--- src/rtl/mmio_write_ctrl.sv ---
// mmio_write_ctrl: routes LSU stores to DCCM, a console byte FIFO, or an end-of-test latch
// Ports:
//   clk, rst_n                        clock, async active-low reset
//   lsu_wen/lsu_waddr/lsu_wdata       store request from the LSU
//   lsu_stall                         store held off (console FIFO full)
//   dccm_wen/dccm_waddr/dccm_wdata    plain stores forwarded with zero latency
//   con_valid/con_data/con_ready      console byte stream out of the FIFO
//   con_count                         FIFO occupancy
//   finish/finish_code                sticky end-of-test flag and its code byte
//   drop_cnt                          saturating count of stores dropped after the finish store
module mmio_write_ctrl #(
  parameter int XLEN = 32,
  parameter logic [XLEN-1:0] CONSOLE_ADDR = 32'h0020_0000,
  parameter logic [XLEN-1:0] FINISH_ADDR = 32'h1000_0000,
  parameter int FIFO_DEPTH = 8,
  localparam int AW = $clog2(FIFO_DEPTH),
  localparam int CW = AW + 1
) (
  input  logic            clk,
  input  logic            rst_n,
  input  logic            lsu_wen,
  input  logic [XLEN-1:0] lsu_waddr,
  input  logic [XLEN-1:0] lsu_wdata,
  output logic            lsu_stall,
  output logic            dccm_wen,
  output logic [XLEN-1:0] dccm_waddr,
  output logic [XLEN-1:0] dccm_wdata,
  output logic            con_valid,
  output logic [7:0]      con_data,
  input  logic            con_ready,
  output logic [CW-1:0]   con_count,
  output logic            finish,
  output logic [7:0]      finish_code,
  output logic [15:0]     drop_cnt
);
  typedef enum logic [1:0] {RUN, DRAIN, DONE} state_t;
  state_t state, state_nxt;
  logic [7:0] mem [FIFO_DEPTH];
  logic [AW-1:0] wr_ptr, rd_ptr;
  logic is_con, is_fin, run, full, push, pop, drop, fin_req;
  assign is_con = lsu_waddr == CONSOLE_ADDR;
  assign is_fin = lsu_waddr == FINISH_ADDR;
  assign full = con_count == CW'(FIFO_DEPTH);
  assign con_valid = con_count != '0;
  assign con_data = mem[rd_ptr];
  assign pop = con_valid & con_ready;
  assign dccm_waddr = lsu_waddr;
  assign dccm_wdata = lsu_wdata;
  // rst_n gates the combinational outputs so nothing leaks out while reset is held
  always_comb begin
    run = state == RUN;
    fin_req = run & lsu_wen & is_fin;
    lsu_stall = rst_n & run & lsu_wen & is_con & full;
    push = run & lsu_wen & is_con & ~full;
    dccm_wen = rst_n & run & lsu_wen & ~is_con & ~is_fin;
    drop = ~run & lsu_wen;
    state_nxt = fin_req ? DRAIN : (state == DRAIN && con_count == '0) ? DONE : state;
  end
  always_ff @(posedge clk or negedge rst_n) begin
    if (!rst_n) begin
      state <= RUN;
      wr_ptr <= '0;
      rd_ptr <= '0;
      con_count <= '0;
      finish <= 1'b0;
      finish_code <= '0;
      drop_cnt <= '0;
    end else begin
      state <= state_nxt;
      if (push) wr_ptr <= wr_ptr + AW'(1);
      if (pop) rd_ptr <= rd_ptr + AW'(1);
      con_count <= con_count + CW'(push) - CW'(pop);
      finish <= finish | (state == DONE);
      if (fin_req) finish_code <= lsu_wdata[7:0];
      if (drop && drop_cnt != 16'hFFFF) drop_cnt <= drop_cnt + 16'd1;
    end
  end
  always_ff @(posedge clk) begin
    if (push) mem[wr_ptr] <= lsu_wdata[7:0];
  end
endmodule

--- config.mk ---
export PLATFORM = sky130hd
export DESIGN_NAME = mmio_write_ctrl
export DESIGN_NICKNAME = d
export VERILOG_FILES = /design/src/rtl/mmio_write_ctrl.sv
export SDC_FILE = /design/constraint.sdc
export NUM_CORES = 1
export LEC_CHECK = 0
export CELL_PAD_IN_SITES_DETAIL_PLACEMENT = 1
export CELL_PAD_IN_SITES_GLOBAL_PLACEMENT = 1
export CORE_MARGIN = 2
export CORE_UTILIZATION = 50
export CTS_CLUSTER_DIAMETER = 100
export DETAILED_ROUTE_END_ITERATION = 6
export DONT_BUFFER_PORTS = 1
export PLACE_DENSITY = 0.89
export SYNTH_ARGS = -nofsm -noshare
export SYNTH_HDL_FRONTEND = slang
export SYNTH_SLANG_ARGS = --single-unit
export TNS_END_PERCENT = 30
--- constraint.sdc ---
create_clock -name clk -period 5.6 [get_ports clk]
set_clock_uncertainty 0.1 [all_clocks]
set_input_delay 1.12 -clock clk [delete_from_list [all_inputs] [get_ports clk]]
set_output_delay 1.12 -clock clk [all_outputs]
set_load 0.02 [all_outputs]
Word-level counts from Yosys, hierarchy flattened
Memory sizes are Yosys's and may differ from the RTL's.
Index checks and enable logic that the tools add are counted.
{"block": "totals", "register_bits": 37, "latchBits": 0, "mem_bits_rw": 64, "rom_bits": 0, "mem_count": 1}
{"block": "op_classes", "n_addsub": 5, "multipliers": 0, "n_div": 0, "n_lt_le_gt_ge": 0, "eq_ne": 6, "shifts": 0, "muxes": 4, "bitwise_logic": 17, "n_reduce_logical": 6}
{"name": "mem", "words": 8, "width": 8, "read_ports": 1, "rd_clocked_by_memory_dff": 0, "wr": 1, "line_no": "38", "source": "logic [7:0] mem [FIFO_DEPTH];"}
{"operator": "$eq A32 B22 Y1 const B", "n": 1}
{"operator": "$eq A32 B29 Y1 const B", "n": 1}
{"operator": "$add A16 B1 Y16 const B", "n": 1}
{"operator": "$ne A16 B16 Y1 const B", "n": 1}
{"operator": "$and A1 B1 Y1", "n": 12}
{"operator": "$add A3 B1 Y3 const B", "n": 2}
{"operator": "$add A4 B1 Y4", "n": 1}
{"operator": "$eq A4 B4 Y1 const B", "n": 1}
{"operator": "$logic_not A4 Y1", "n": 1}
{"operator": "$mux W2", "n": 2}
{"operator": "$not A1 Y1", "n": 4}
{"operator": "$reduce_bool A4 Y1", "n": 1}
{"operator": "$sub A4 B1 Y4", "n": 1}
{"operator": "$eq A2 B1 Y1 const B", "n": 1}
{"operator": "$eq A2 B2 Y1 const B", "n": 1}
{"operator": "$logic_and A1 B1 Y1", "n": 2}
{"operator": "$logic_not A2 Y1", "n": 1}
{"operator": "$mux W1", "n": 2}
{"operator": "$reduce_bool A2 Y1", "n": 1}
{"operator": "$or A1 B1 Y1", "n": 1}

Logic depth before layout (Yosys ltp)
{"block": "depth", "depth_word": 6, "ltp_mapped": 13, "mapped_depth_nobuf": 12}

Worst setup path after synthesis
Ideal clock, no wire load.
{"block": "synth_path", "path_kind": "input port to flip-flop", "from": "in lsu_waddr[27]", "to": "mem mem[2][0], enable pin", "arrival_time_ns": 2.954, "t_required_ns": 5.105, "slack_ns": 2.152, "stages": 5, "n_path_buf": 1, "path_cell_list": "nor4_1 -> nand4_1 -> nor3_1 -> buf_2 -> nor4bb_1"}
{"block": "synth_via", "elab_chain_cells": 5}
{"element": "from (decl)", "line_no": "22", "source": "input logic [XLEN-1:0] lsu_waddr,"}
{"element": "$eq A32 B22 Y1", "line_no": "41", "source": "assign is_con = lsu_waddr == CONSOLE_ADDR;"}
{"element": "$and A1 B1 Y1 (2 in series)", "line_no": "54", "source": "push = run & lsu_wen & is_con & ~full;"}
{"element": "$mux W1", "line_no": "79", "source": "if (push) mem[wr_ptr] <= lsu_wdata[7:0];"}
{"element": "$mux W1 (implied by the code)", "line_no": "79"}
{"element": "to (decl)", "line_no": "38"}
No other way between the ends.

Final worst setup path
{"block": "layout_path", "from": "reg rd_ptr[0]", "to": "out con_data[4]"}
{"block": "layout_via", "elab_chain_cells": 1}
{"element": "from (decl)", "line_no": "39", "source": "logic [AW-1:0] wr_ptr, rd_ptr;"}
{"element": "from (signal assigned)", "line_no": "71", "source": "if (pop) rd_ptr <= rd_ptr + AW'(1);"}
{"element": "$mem_v2 Z8 W8"}
{"element": "to (decl)", "line_no": "29", "source": "output logic [7:0] con_data,"}
No other way between the ends.

==> key figures <==
Hold path
  • Worst Hold Class: in -> async

Floorplan
  • Initial Util: 51.8%
  • Die area: 10400 sq um
  • Die Y-Extent: 102 microns
  • Core region area: 9280 sq um
  • I/O pin count: 172
  • Die width: 102 microns
  • # rows: 35

Finish
  • Diodes inserted: 0
  • Finished Layout Cells: approximately 400
  • Final core occ: about half
  • Total Nets Final: 352
  • Number of fill cells: 920
  • Layout area overhead: -3.15%
  • Layout cells sized above 1: 19.7%

Drt
  • Routed len/inst: 21.9 microns
  • 1st-iter DRT viols: 70
  • Total wire length: 8940 microns
  • Total vias in the final route: 2383
  • Final antenna-violating net count: 0
  • DRC violations left: 0
  • Pre-Repair DR Iteration Count: 2
  • Via/cell ratio: 5.84

Yosys
  • Synthesized cell area: around 4800 sq um
  • Register bit total from synthesis: approximately 100
  • Mapped Cells: 332
  • Seq/Total Area, Yosys: 59.3%
  • Syn avg cell area: 14.5 sq um
  • Yosys cell types: 40
  • Syn nets: 410
  • YS warnings: 0

STA
  • Final Hold Fails: 0
  • Crit path time final: 3.66 ns
  • Final worst setup slack: 1.94 ns
  • Max-slew violation count: 0
  • TNS Setup: 0 ns
  • Tcrit/Tclk final: 65.4%
  • RSZ-0062 raised after global routing: no
  • Worst Tran Pin Value: ~1.1 ns
  • Setup violators final: 0
  • Rel. slew slack: a little under a quarter
  • Achievable frequency: between 200 and 300 MHz
  • Hold slack final: 0.347 ns

Clock network
  • Cts hold-fix bufs: 0
  • CTS Sinks: between 100 and 150
  • CTS tree: yes
  • Skew-Pair Late Insertion Delay: 0.35 ns
  • Postcts setup bufs: 0
  • CTS resizes: 0
  • Clock Tree Root: clkbuf_8
  • CTS max path bufs: 2
  • Reg clk slew, reported paths: 0.10 ns
  • Cts bufs inserted: 9
  • H-Tree Depth: 3

Power
  • Gate power share: 22.4%
  • Fraction of power spent switching nets: 34.1%
  • Psw: between 0.6 and 0.7 mW
  • PD cells: 408 nW/um^2
  • Clock network fraction of design power: 22.8%
  • Sequential Power Share: 54.8%
  • VDD IR max: 0.241 mV
  • Power Internal: 1.25 mW
  • Leak: 1.75 nW

Run
  • MaxCap Viol Count: 0

Outcome
  • Status: finished clean

Worst setup path
  • Crit end category: output port
  • Critical setup path kind: reg -> out
  • CP Max Fanout: 18
  • Data arrival, critical path: 2.44 ns
  • Required @ worst endpoint: 4.38 ns
  • Setup crit start kind: flip-flop
  • Reg2reg path depth: 12

Placed design
  • Setup slack at placement: between 1.5 and 2 ns
  • Placer congestion estimate: roughly 0.71
  • I/O Buffers: 0
  • Hpwl dp: 6080 microns
  • Placed Cells: 392

Global routing
  • Vias in the first global route: 2544
  • Total GRT Usage: 18.0%
  • Initial antenna violation count: 0
  • Largest net degree at the start of global routing: 40
  • Remaining global-route overflow: 0
  • First-pass GRT wire length: 13800 microns
## power groups by stage
stage / logic [mW] / clock network, mW / registers [mW]
floorplan: 0.501 / 0 / 0.959
global placement: 0.411 / 0 / 1.05
detailed placement: 0.432 / 0 / 1.06
CTS: 0.435 / 0.446 / 1.04
global route: 0.470 / 0.467 / 1.06
finish: 0.426 / 0.432 / 1.04
## kinds of logic (layout without fill, tap and decap cells)
| family | Yosys count | after routing | share of synthesized area (%) |
|---|---|---|---|
| flops | 101 | 101 | 59.3 |
| buf+inv | 85 | 32 | 11.7 |
| simple gates | 71 | 71 | 9.19 |
| mux | 35 | 35 | 12.0 |
| xor+xnor | 21 | 21 | 3.83 |
| fa+ha+maj | 10 | 10 | 2.76 |
| compound gates | 9 | 9 | 1.28 |
## path summary, 6_finish.rpt
path	end	start	slack, ns
min reg2reg	finish$_DFF_PN0_	state[1]$_DFFE_PN0P_	0.50
min in group clk	finish$_DFF_PN0_	state[1]$_DFFE_PN0P_	0.50
max in group asynchronous	rd_ptr[1]$_DFFE_PN0P_	rst_n	4.94
min	drop_cnt[12]$_DFFE_PN0P_	rst_n	0.35
max	con_data[4]	rd_ptr[0]$_DFFE_PN0P_	1.94
max reg2reg	con_count[2]$_DFF_PN0_	con_count[2]$_DFF_PN0_	2.36
## critical path: stages, from the launching register on
cell and delay (ns):
dfrtp_1 1.12, mux4_2 0.62, mux2_2 0.34
## per-stage QoR
step	area (sq um)	total power, mW
final	4650	1.90
after global routing	4650	2.00
after CTS	4650	1.92
after detailed placement	4470	1.49
after global placement	4470	1.46
after floorplan	4800	1.46
## routing by layer
metal	wire length [microns]	track usage [%]	vias to the layer above
li1	-	-	1033
met1	3950	23.6	1260
met2	4410	29.4	72
met3	459	5.54	18
met4	114	5.23	0
met5	0	0	-
## placed cells by master, fill, tap and decap left out, types with 2 or more instances in the layout
master,count
nor4bb_1,2
ha_1,9
and3_1,3
mux4_2,16
nand2b_1,2
nand4_1,5
nor4_1,10
o21bai_1,2
xor2_1,14
and4b_1,3
dfrtp_1,37
nor3b_1,3
a21o_1,2
edfxtp_1,64
nand2_1,9
a21oi_1,2
xnor2_1,7
nor2_1,10
nor3_1,8
buf_4,2
clkbuf_8,9
mux2_2,19
and4_1,3
nand3_1,4
inv_1,14
inv_8,2
clkinvlp_4,2
## synthesized netlist by cell type, drive strengths merged
| cell type | number | area share (%) |
|---|---|---|
| and4bb | 1 | 0.26 |
| a2111oi | 1 | 0.18 |
| mux4 | 16 | 7.5 |
| a21oi | 2 | 0.21 |
| edfxtp | 64 | 40 |
| inv | 14 | 1.1 |
| and3 | 3 | 0.39 |
| nand4b | 1 | 0.18 |
| buf | 68 | 10 |
| mux2 | 19 | 4.5 |
| dfrtp | 37 | 19 |
| and4 | 3 | 0.55 |
| a21o | 2 | 0.31 |
| and2 | 1 | 0.13 |
| a211oi | 1 | 0.16 |
| nand4 | 5 | 0.65 |
| o21bai | 2 | 0.31 |
| ha | 9 | 2.3 |
| nand3 | 4 | 0.42 |
| nand2 | 9 | 0.70 |
| nor2 | 10 | 0.78 |
| nand3b | 1 | 0.16 |
| nor2b | 1 | 0.13 |
| and4b | 3 | 0.63 |
| or3 | 1 | 0.13 |
| fa | 1 | 0.42 |
| and3b | 1 | 0.18 |
| o21ai | 1 | 0.10 |
| nand2b | 2 | 0.26 |
| xor2 | 14 | 2.6 |
| nor4 | 11 | 1.7 |
| or3b | 1 | 0.18 |
| clkbuf | 3 | 0.23 |
| xnor2 | 7 | 1.3 |
| nor3 | 8 | 0.83 |
| nor3b | 3 | 0.47 |
| nor4bb | 2 | 0.42 |
## layout make-up
cell class,count,area [sq um],area share (%)
Clock buffer,10,128,2.74
Clock inverter,6,55.1,1.18
Inverter,14,52.6,1.13
Multi-Input combinational cell,146,1390,30.0
Sequential cell,101,2850,61.2
Tap cell,129,161,3.47
Timing Repair Buffer,2,15.0,0.323
## sequential cells by signal (all words and copies together), names as in the netlist
name / cells
finish: 1
state: 2
con_count: 4
finish_code: 8
mem: 64
wr_ptr: 3
drop_cnt: 16
rd_ptr: 3
(Power assumes the default switching activity.)
